`src/rtl/muldiv_unit_if.sv`:
```
// Request/response bundle for the iterative multiply/divide unit.
// The master is the requester and the slave is muldiv_unit.
interface muldiv_unit_if #(
    parameter int unsigned DATA_WIDTH    = 32,
    parameter int unsigned OPCODE_LENGTH = 3
);
    logic                     in_valid;
    logic                     in_ready;
    logic [OPCODE_LENGTH-1:0] Operation;
    logic [DATA_WIDTH-1:0]    SrcA;
    logic [DATA_WIDTH-1:0]    SrcB;
    logic                     flush;
    logic                     out_valid;
    logic                     out_ready;
    logic [DATA_WIDTH-1:0]    Result;

    modport master (
        output in_valid, Operation, SrcA, SrcB, flush, out_ready,
        input  in_ready, out_valid, Result
    );

    modport slave (
        input  in_valid, Operation, SrcA, SrcB, flush, out_ready,
        output in_ready, out_valid, Result
    );
endinterface

```
`src/rtl/muldiv_unit.sv`:
```
// RV32M-style multiply/divide unit: one radix-2 shift-add / restoring-divide step per cycle,
// operating on operand magnitudes with sign fix-up applied when the result is registered.
module muldiv_unit #(
    parameter int unsigned DATA_WIDTH    = 32,
    parameter int unsigned OPCODE_LENGTH = 3
) (
    input logic          clk,
    input logic          rst_n,
    muldiv_unit_if.slave bus
);
    localparam int unsigned W        = DATA_WIDTH;
    localparam int unsigned CntWidth = $clog2(DATA_WIDTH + 1);

    localparam logic [OPCODE_LENGTH-1:0] OpMul    = OPCODE_LENGTH'(0);
    localparam logic [OPCODE_LENGTH-1:0] OpMulh   = OPCODE_LENGTH'(1);
    localparam logic [OPCODE_LENGTH-1:0] OpMulhsu = OPCODE_LENGTH'(2);
    localparam logic [OPCODE_LENGTH-1:0] OpMulhu  = OPCODE_LENGTH'(3);
    localparam logic [OPCODE_LENGTH-1:0] OpDiv    = OPCODE_LENGTH'(4);
    localparam logic [OPCODE_LENGTH-1:0] OpDivu   = OPCODE_LENGTH'(5);
    localparam logic [OPCODE_LENGTH-1:0] OpRem    = OPCODE_LENGTH'(6);
    localparam logic [OPCODE_LENGTH-1:0] OpRemu   = OPCODE_LENGTH'(7);

    localparam logic [W-1:0] SignedMin = {1'b1, {(W - 1) {1'b0}}};

    typedef enum logic [1:0] {StIdle, StBusy, StDone} state_e;

    state_e                   state_q, state_d;
    logic [CntWidth-1:0]      cnt_q, cnt_d;
    logic [W-1:0]             acc_q, acc_d;
    logic [W-1:0]             lo_q, lo_d;
    logic [W-1:0]             opb_q, opb_d;
    logic [W-1:0]             result_q, result_d;
    logic [OPCODE_LENGTH-1:0] op_q, op_d;
    logic                     a_neg_q, a_neg_d;
    logic                     b_neg_q, b_neg_d;

    // Incoming request decode
    logic         in_is_div, in_div_zero, in_ovf, fast_path;
    logic         in_signed_a, in_signed_b, in_a_neg, in_b_neg;
    logic [W-1:0] mag_a, mag_b, fast_result;

    always_comb begin
        in_is_div   = bus.Operation[2];
        in_div_zero = in_is_div && (bus.SrcB == '0);
        in_ovf      = in_is_div && !bus.Operation[0] && (bus.SrcA == SignedMin) &&
                      (bus.SrcB == '1);
        fast_path   = in_div_zero || in_ovf;
        in_signed_a = (bus.Operation == OpMulh) || (bus.Operation == OpMulhsu) ||
                      (bus.Operation == OpDiv)  || (bus.Operation == OpRem);
        in_signed_b = (bus.Operation == OpMulh) || (bus.Operation == OpDiv) ||
                      (bus.Operation == OpRem);
        in_a_neg    = in_signed_a && bus.SrcA[W-1];
        in_b_neg    = in_signed_b && bus.SrcB[W-1];
        mag_a       = in_a_neg ? -bus.SrcA : bus.SrcA;
        mag_b       = in_b_neg ? -bus.SrcB : bus.SrcB;
        if (in_div_zero) begin
            fast_result = bus.Operation[1] ? bus.SrcA : '1;
        end else begin
            fast_result = bus.Operation[1] ? '0 : SignedMin;
        end
    end

    // One iteration step; acc holds product-high / remainder, lo holds multiplier / quotient
    logic [W:0]     mul_sum, rem_sh, trial;
    logic [W-1:0]   iter_acc, iter_lo;
    logic [2*W-1:0] prod, prod_s;
    logic [W-1:0]   quo_s, rem_s, final_result;

    always_comb begin
        mul_sum = {1'b0, acc_q} + ({1'b0, opb_q} & {(W + 1) {lo_q[0]}});
        rem_sh  = {acc_q, lo_q[W-1]};
        trial   = rem_sh - {1'b0, opb_q};
        if (op_q[2]) begin
            if (!trial[W]) begin
                iter_acc = trial[W-1:0];
                iter_lo  = {lo_q[W-2:0], 1'b1};
            end else begin
                iter_acc = rem_sh[W-1:0];
                iter_lo  = {lo_q[W-2:0], 1'b0};
            end
        end else begin
            iter_acc = mul_sum[W:1];
            iter_lo  = {mul_sum[0], lo_q[W-1:1]};
        end

        prod   = {acc_q, lo_q};
        prod_s = (a_neg_q ^ b_neg_q) ? -prod : prod;
        quo_s  = (a_neg_q ^ b_neg_q) ? -lo_q : lo_q;
        rem_s  = a_neg_q ? -acc_q : acc_q;
        unique case (op_q)
            OpMul:                      final_result = prod_s[W-1:0];
            OpMulh, OpMulhsu, OpMulhu:  final_result = prod_s[2*W-1:W];
            OpDiv, OpDivu:              final_result = quo_s;
            OpRem, OpRemu:              final_result = rem_s;
            default:                    final_result = '0;
        endcase
    end

    always_comb begin
        state_d  = state_q;
        cnt_d    = cnt_q;
        acc_d    = acc_q;
        lo_d     = lo_q;
        opb_d    = opb_q;
        op_d     = op_q;
        a_neg_d  = a_neg_q;
        b_neg_d  = b_neg_q;
        result_d = result_q;
        unique case (state_q)
            StIdle: begin
                // flush in IDLE blocks acceptance even though in_ready stays high
                if (bus.in_valid && !bus.flush) begin
                    op_d = bus.Operation;
                    if (fast_path) begin
                        state_d  = StDone;
                        result_d = fast_result;
                    end else begin
                        state_d = StBusy;
                        cnt_d   = '0;
                        acc_d   = '0;
                        lo_d    = mag_a;
                        opb_d   = mag_b;
                        a_neg_d = in_a_neg;
                        b_neg_d = in_b_neg;
                    end
                end
            end
            StBusy: begin
                if (bus.flush) begin
                    state_d = StIdle;
                    cnt_d   = '0;
                end else if (cnt_q == CntWidth'(W)) begin
                    // W steps done; this extra cycle applies the sign fix-up
                    state_d  = StDone;
                    cnt_d    = '0;
                    result_d = final_result;
                end else begin
                    cnt_d = cnt_q + CntWidth'(1);
                    acc_d = iter_acc;
                    lo_d  = iter_lo;
                end
            end
            StDone: begin
                if (bus.flush || bus.out_ready) begin
                    state_d = StIdle;
                end
            end
            default: state_d = StIdle;
        endcase
    end

    always_ff @(posedge clk or negedge rst_n) begin
        if (!rst_n) begin
            state_q  <= StIdle;
            cnt_q    <= '0;
            acc_q    <= '0;
            lo_q     <= '0;
            opb_q    <= '0;
            result_q <= '0;
            op_q     <= '0;
            a_neg_q  <= 1'b0;
            b_neg_q  <= 1'b0;
        end else begin
            state_q  <= state_d;
            cnt_q    <= cnt_d;
            acc_q    <= acc_d;
            lo_q     <= lo_d;
            opb_q    <= opb_d;
            result_q <= result_d;
            op_q     <= op_d;
            a_neg_q  <= a_neg_d;
            b_neg_q  <= b_neg_d;
        end
    end

    assign bus.in_ready  = (state_q == StIdle);
    assign bus.out_valid = (state_q == StDone);
    assign bus.Result    = result_q;
endmodule

```
`src/flat_wrapper.sv`:
```
// flat-port wrapper written by rule: the top's interface ports become plain ports
module muldiv_unit_flat 
#(
    parameter int unsigned DATA_WIDTH    = 32,
    parameter int unsigned OPCODE_LENGTH = 3
)
  (clk, rst_n, bus_in_valid, bus_Operation, bus_SrcA, bus_SrcB, bus_flush, bus_out_ready, bus_in_ready, bus_out_valid, bus_Result);
  muldiv_unit_if #(.DATA_WIDTH(DATA_WIDTH), .OPCODE_LENGTH(OPCODE_LENGTH)) bus_i ();
  input logic clk;
  input logic rst_n;
  input wire logic [$bits(bus_i.in_valid)-1:0] bus_in_valid;
  input wire logic [$bits(bus_i.Operation)-1:0] bus_Operation;
  input wire logic [$bits(bus_i.SrcA)-1:0] bus_SrcA;
  input wire logic [$bits(bus_i.SrcB)-1:0] bus_SrcB;
  input wire logic [$bits(bus_i.flush)-1:0] bus_flush;
  input wire logic [$bits(bus_i.out_ready)-1:0] bus_out_ready;
  output wire logic [$bits(bus_i.in_ready)-1:0] bus_in_ready;
  output wire logic [$bits(bus_i.out_valid)-1:0] bus_out_valid;
  output wire logic [$bits(bus_i.Result)-1:0] bus_Result;
  assign bus_i.in_valid = bus_in_valid;
  assign bus_i.Operation = bus_Operation;
  assign bus_i.SrcA = bus_SrcA;
  assign bus_i.SrcB = bus_SrcB;
  assign bus_i.flush = bus_flush;
  assign bus_i.out_ready = bus_out_ready;
  assign bus_in_ready = bus_i.in_ready;
  assign bus_out_valid = bus_i.out_valid;
  assign bus_Result = bus_i.Result;
  muldiv_unit #(.DATA_WIDTH(DATA_WIDTH), .OPCODE_LENGTH(OPCODE_LENGTH)) u_core (.clk(clk), .rst_n(rst_n), .bus(bus_i));
endmodule
```
`config.mk`:
```
export PLATFORM = sky130hd
export DESIGN_NAME = muldiv_unit_flat
export DESIGN_NICKNAME = d
export VERILOG_FILES = /design/src/rtl/muldiv_unit_if.sv /design/src/rtl/muldiv_unit.sv /design/src/flat_wrapper.sv
export SDC_FILE = /design/constraint.sdc
export NUM_CORES = 1
export LEC_CHECK = 0
export BUFFER_PORTS_ARGS = -buffer_cell sky130_fd_sc_hd__buf_2
export CORE_ASPECT_RATIO = 1.1
export CORE_MARGIN = 10
export CORE_UTILIZATION = 65
export DETAILED_ROUTE_END_ITERATION = 6
export GPL_TIMING_DRIVEN = 0
export HOLD_SLACK_MARGIN = 0.05
export PLACE_DENSITY = 0.91
export SYNTH_ARGS = -nofsm -noshare
export SYNTH_HDL_FRONTEND = slang
export SYNTH_SLANG_ARGS = --single-unit
```
`constraint.sdc`:
```
create_clock -name clk -period 8.4 [get_ports clk]
set_input_delay 1.68 -clock clk [delete_from_list [all_inputs] [get_ports clk]]
set_output_delay 1.68 -clock clk [all_outputs]
set_load 0.03 [all_outputs]
```
==> results of run 1 <==
critical path: stages:
cell and delay [ns]:
buf_2 0.14, or3_4 0.42, or4_4 0.55, nor4_4 0.61, a22oi_1 0.37, or3b_1 0.46, a211oi_2 0.48, buf_4 0.31
buf_2 0.36, o21ai_0 0.27, nand2_1 0.13
flip-flops by register name (all words and copies together) (netlist names):
name	count
u_core.lo_q	32
u_core.bus.Result	32
u_core.opb_q	32
u_core.state_q	2
u_core.a_neg_q	1
u_core.op_q	3
u_core.b_neg_q	1
u_core.acc_q	32
u_core.cnt_q	6
placed cells by master (no fill, tap or decap), drive strengths merged, types with 71 or more instances in the layout:
cell type and count:
a21oi 157, nor2 207, xor2 78, dfrtp 141, clkbuf 126, xnor2 105
o21ai 212, buf 133, ha 71, inv 73, nand2 221
kinds of logic (layout without fill, tap and decap cells):
family	Yosys count	after routing	synth area share
buf+inv	203	342	0.0542
mux	67	67	0.0467
simple gates	710	710	0.232
flops	141	141	0.241
xor+xnor	183	183	0.110
compound gates	607	607	0.253
fa+ha+maj	73	73	0.0635
per-layer routing:
metal | vias to the layer above | GRT usage | wire (um)
met3 | 307 | 0.0665 | 5990
met1 | 7698 | 0.460 | 20800
li1 | 7399 | - | -
met4 | 0 | 0.293 | 4700
met5 | - | 0 | 0
met2 | 1222 | 0.638 | 26800
per-stage QoR:
step / utilization / total power [mW] / std cells
3_3_place_gp: 0.702 / 4.59 / 2384
4_1_cts: 0.732 / 5.51 / 2417
3_5_place_dp: 0.704 / 4.68 / 2385
2_1_floorplan: - / 3.65 / 1984
6_report: 0.732 / 5.69 / 2418
5_1_grt: 0.732 / 5.97 / 2418
final timing paths:
check	slack, ns	to	from	depth (start not counted)
worst min-delay path	0.47	u_core.bus.Result[6]	u_core.bus.Result[6]	2
worst max-delay path	2.97	u_core.bus.Result[13]	bus_SrcA[10]	11
worst max register to register	3.30	u_core.acc_q[13]	u_core.lo_q[31]	14
max in group asynchronous	6.33	u_core.opb_q[29]	rst_n	2
worst min register to register	0.47	u_core.bus.Result[6]	u_core.bus.Result[6]	2
min in group asynchronous	1.17	u_core.lo_q[8]	rst_n	1
cell type report:
cell class	count	area, um^2	area share
clock buffer	18	429	0.0265
buffer	134	533	0.0329
multi-input combinational	1640	10300	0.637
sequential	141	3530	0.218
clock inverter	14	184	0.0114
inverter	69	259	0.0160
timing repair buffer	107	564	0.0349
tap	295	369	0.0228
where the power goes:
part           switching (mW)  internal [mW]  total (mW)
clock network           0.355          0.474       0.829
logic                    2.43           1.33        3.76
registers               0.246          0.858        1.10
total                    3.03           2.66        5.69
==> metrics, run 1 <==
routed length per placed instance=24.1 um; Longest Clk Path Bufs=2; design area=between 15000 and 20000 um^2; Die ar.=28900 um^2; Post-DRT Antenna Nets=0; IO Port Bufs=105; CTS tree=yes; CTS Hold Bufs=0; Initial DRT Pass Iterations=7; top fanout value on the critical path=10; drc violations=5; Vias/cell=6.88; Setup-failing EPs final=0; YS warnings=0; routed wire length=about 58 mm; htree depth=4; GRT Resource Usage Total=0.393; diode count=0; startpoint types=primary input; fmax=184 MHz; top cell type's share of synthesized area=0.241; vias=around 17000; Sink Count=roughly 140; Setup TNS=0 ns; Mapped Cells=about 2000; Synth Net Count=approximately 2100; Worst EP required=a little under 9 ns; worst setup path category=primary input to flip-flop; synthesized area per cell=7.37 um^2; Setup Fix Bufs, Post-CTS=0; hold_ws=between 0.4 and 0.5 ns; Fin. Hold Viols=0; starting density of the core=0.661; power per cell area=approximately 350 nW/um^2; Mapped Area=14600 um^2; Root Driver=clkbuf_16; share of synthesized flip-flops with an asynchronous set or reset=1.00; die height=177 um; initial antenna violation count=0; number of global-route vias before repair=between 15000 and 20000; share of cells above drive strength 1=0.0923; number of core rows=57; max-cap violations=0; failing checks=design-rule violations; top post-synthesis cells by area=dfrtp_1, o21ai_0, xnor2_1; peak supply drop=between 0.15 and 0.2 mV; area leader, netlist=dfrtp_1; count leader, synth=nand2_1; GRT overflow=0; CP Capture Type=flip-flop; pre-CTS setup slack=about 2.8 ns; skew final=about 0.017 ns; Synth Register Bits=between 100 and 150; Post-DP Area=15600 um^2; Rel. slew slack=0.116; RSZ-0062 raised after global routing=false; Period minus WS final=5.43 ns; clk_lat worst skew=between 0.4 and 0.5 ns; Fillers=between 1500 and 2000; dpl hpwl=45.0 mm; # IOs=around 110; Critical Path AT=roughly 5.8 ns; final critical-path share of the clock period=0.647; status=finished with violations; Core Area=about 22000 um^2; top cells by count, synth=nand2_1, nor2_1, o21ai_0; Num CTS Buffers=17; number of synthesized flops with an enable pin=0; 1st-iter DRT viols=2548; Placer Congestion=around 1.1; area growth from synthesis to layout=10.7%; largest net degree at the start of global routing=94; nets=roughly 2300; CTS-repair resized insts=0; Die Wd=approximately 160 um; Setup WS post-layout=2.97 ns; Final Slew Violations=0; worst hold path class=flip-flop to flip-flop; dominant synthesized flop cell=dfrtp_1; first-pass GRT wire length=~90 mm; Leakage Power=6.92 nW; post-synth cell types=79; Worst Max-Slew Pin Slew=1.31 ns; Seq/Total Area, Yosys=0.241; Worst-path clk slew=0.07 ns
No activity file was read; power rests on OpenSTA's default activity.
==> run 2: changes to the inputs <==
ABC_AREA = 1   (was default)
CORE_UTILIZATION = 58   (was 65)
PLACE_DENSITY = 0.86   (was 0.91)
clock period = 4.6 ns   (was 8.4 ns; I/O delays follow)
==> metrics, run 2 <==
Final Slew Violations=0; Core Area=29600 um^2; Synth Net Count=3224; IO Port Bufs=~100; Initial DRT Pass Iterations=7; Post-DP Area=about 18000 um^2; most frequent cells in the layout=nand2_1, inv_1, nor2_1, nand3_1, a21oi_1; Die ar.=between 30000 and 40000 um^2; top post-synthesis cells by area=nand2_1, dfrtp_1, inv_1; CTS-repair resized insts=0; RSZ-0062 raised after global routing=false; area growth from synthesis to layout=9.34%; top cells by count, synth=nand2_1, inv_1, nor2_1; CP Capture Type=flip-flop; Fin. Hold Viols=0; synthesized area per cell=roughly 5.6 um^2; Mapped Cells=~3000; Placer Congestion=1.13; post-synth cell types=54; design area=19000 um^2; most common cell after layout, fill and taps aside=nand2_1; Post-DRT Antenna Nets=0; number of global-route vias before repair=about 20000; CTS Hold Bufs=0; Fillers=slightly below 3000; status=complete, no violations; first-pass GRT wire length=approximately 110 mm; Num CTS Buffers=17; Setup-failing EPs final=0; Critical Path AT=roughly 4 ns; routed length per placed instance=~21 um; drc violations=0; area leader, netlist=nand2_1; Sink Count=141; worst setup path category=flip-flop to flip-flop; die height=~200 um; # IOs=approximately 110; htree depth=4; Vias/cell=roughly 6.1; number of core rows=between 60 and 70; Worst-path clk slew=roughly 0.080 ns; YS warnings=0; worst hold path class=primary input to asynchronous set/reset pin; Root Driver=clkbuf_16; peak supply drop=around 0.35 mV; Worst EP required=approximately 5 ns; footprint of the multi-input gates=11700 um^2; Worst Max-Slew Pin Slew=approximately 0.90 ns; 1st-iter DRT viols=approximately 3600; nets=roughly 3300; power per cell area=703 nW/um^2; largest net degree at the start of global routing=100; count leader, synth=nand2_1; share of cells above drive strength 1=0.0780; starting density of the core=0.586; Mapped Area=17300 um^2; Setup Fix Bufs, Post-CTS=0; dominant synthesized flop cell=dfrtp_1; routed wire length=around 74 mm; number of synthesized flops with an enable pin=0; Setup TNS=0 ns; Seq/Total Area, Yosys=0.204; Die Wd=approximately 180 um; Rel. slew slack=0.402; share of synthesized flip-flops with an asynchronous set or reset=1.00; overall power=~13 mW; final critical-path share of the clock period=0.774; skew final=about 0.017 ns; fmax=281 MHz; Period minus WS final=around 3.6 ns; top cell type's share of synthesized area=0.217; initial antenna violation count=1; clk_lat worst skew=between 0.4 and 0.5 ns; startpoint types=flip-flop; Synth Register Bits=roughly 140; vias=between 20000 and 25000; max-cap violations=0; dpl hpwl=~60 mm; CTS tree=yes; top fanout value on the critical path=10; diode count=0; register area=roughly 3500 um^2; GRT Resource Usage Total=0.389; Leakage Power=approximately 10 nW; GRT overflow=0; worst reg-to-reg setup slack=1.04 ns; Longest Clk Path Bufs=2
-- run 2: path summary, 6_finish.rpt --
check | start | endpoint | depth (start not counted)
worst max-delay path | u_core.lo_q[0] | u_core.acc_q[11] | 17
worst min-delay path | rst_n | u_core.bus.Result[12] | 1
worst max register to register | u_core.lo_q[0] | u_core.acc_q[11] | 17
worst min register to register | u_core.bus.Result[25] | u_core.bus.Result[25] | 2
max in group asynchronous | rst_n | u_core.acc_q[9] | 2
min in group clk | u_core.bus.Result[25] | u_core.bus.Result[25] | 2
-- run 2: layout make-up --
class	instances	share of cell area
Clock inverter	15	0.00904
Clock buffer	17	0.0224
Buffer	95	0.0290
Multi-Input combinational cell	2424	0.616
Inverter	419	0.0833
Tap cell	374	0.0247
Timing Repair Buffer	105	0.0292
Sequential cell	141	0.186
-- run 2: through the flow --
stage | cells | utilization | hold WS, ns | setup WS (ns)
finish | 3590 | 0.641 | 0.385 | 1.04
global route | 3590 | 0.641 | 0.415 | 0.887
CTS | 3590 | 0.641 | 0.402 | 1.15
detailed placement | 3558 | 0.621 | 0.460 | 1.14
global placement | 3557 | 0.620 | 0.460 | 0.627
floorplan | 3079 | - | 0.454 | 2.07
-- run 2: power by group --
part / switching [mW] / internal (mW) / total (mW)
combinational: 6.47 / 2.76 / 9.23
sequential: 0.946 / 1.72 / 2.67
clock: 0.700 / 0.732 / 1.43
-- run 2: logic make-up (layout without fill, tap and decap cells) --
logic type,after synthesis,in the layout,share of synthesized area
buf+inv,514,651,0.123
xor+xnor,73,73,0.0369
fa+ha+maj,73,73,0.0535
simple gates,1760,1760,0.424
flops,141,141,0.204
compound gates,518,518,0.160
-- run 2: per-layer routing --
layer / GRT usage / routed length [um]
met5: 0.0179 / 91
met4: 0.174 / 3950
met3: 0.137 / 11600
met2: 0.547 / 29400
met1: 0.520 / 28700
-- run 2: worst max-delay path, cell delays in order, from the launching register on --
cell and delay [ns]:
dfrtp_1 0.32, buf_2 0.27, buf_1 0.42, nand2_1 0.09, inv_1 0.07, ha_1 0.29
inv_1 0.09, fa_1 0.43, o21ai_1 0.37, nand2_1 0.09, nand2_1 0.16, nand2_1 0.07
nand2_1 0.14, xor2_1 0.11, o21ai_0 0.30, inv_1 0.08, nand2_1 0.11, nand2_1 0.05
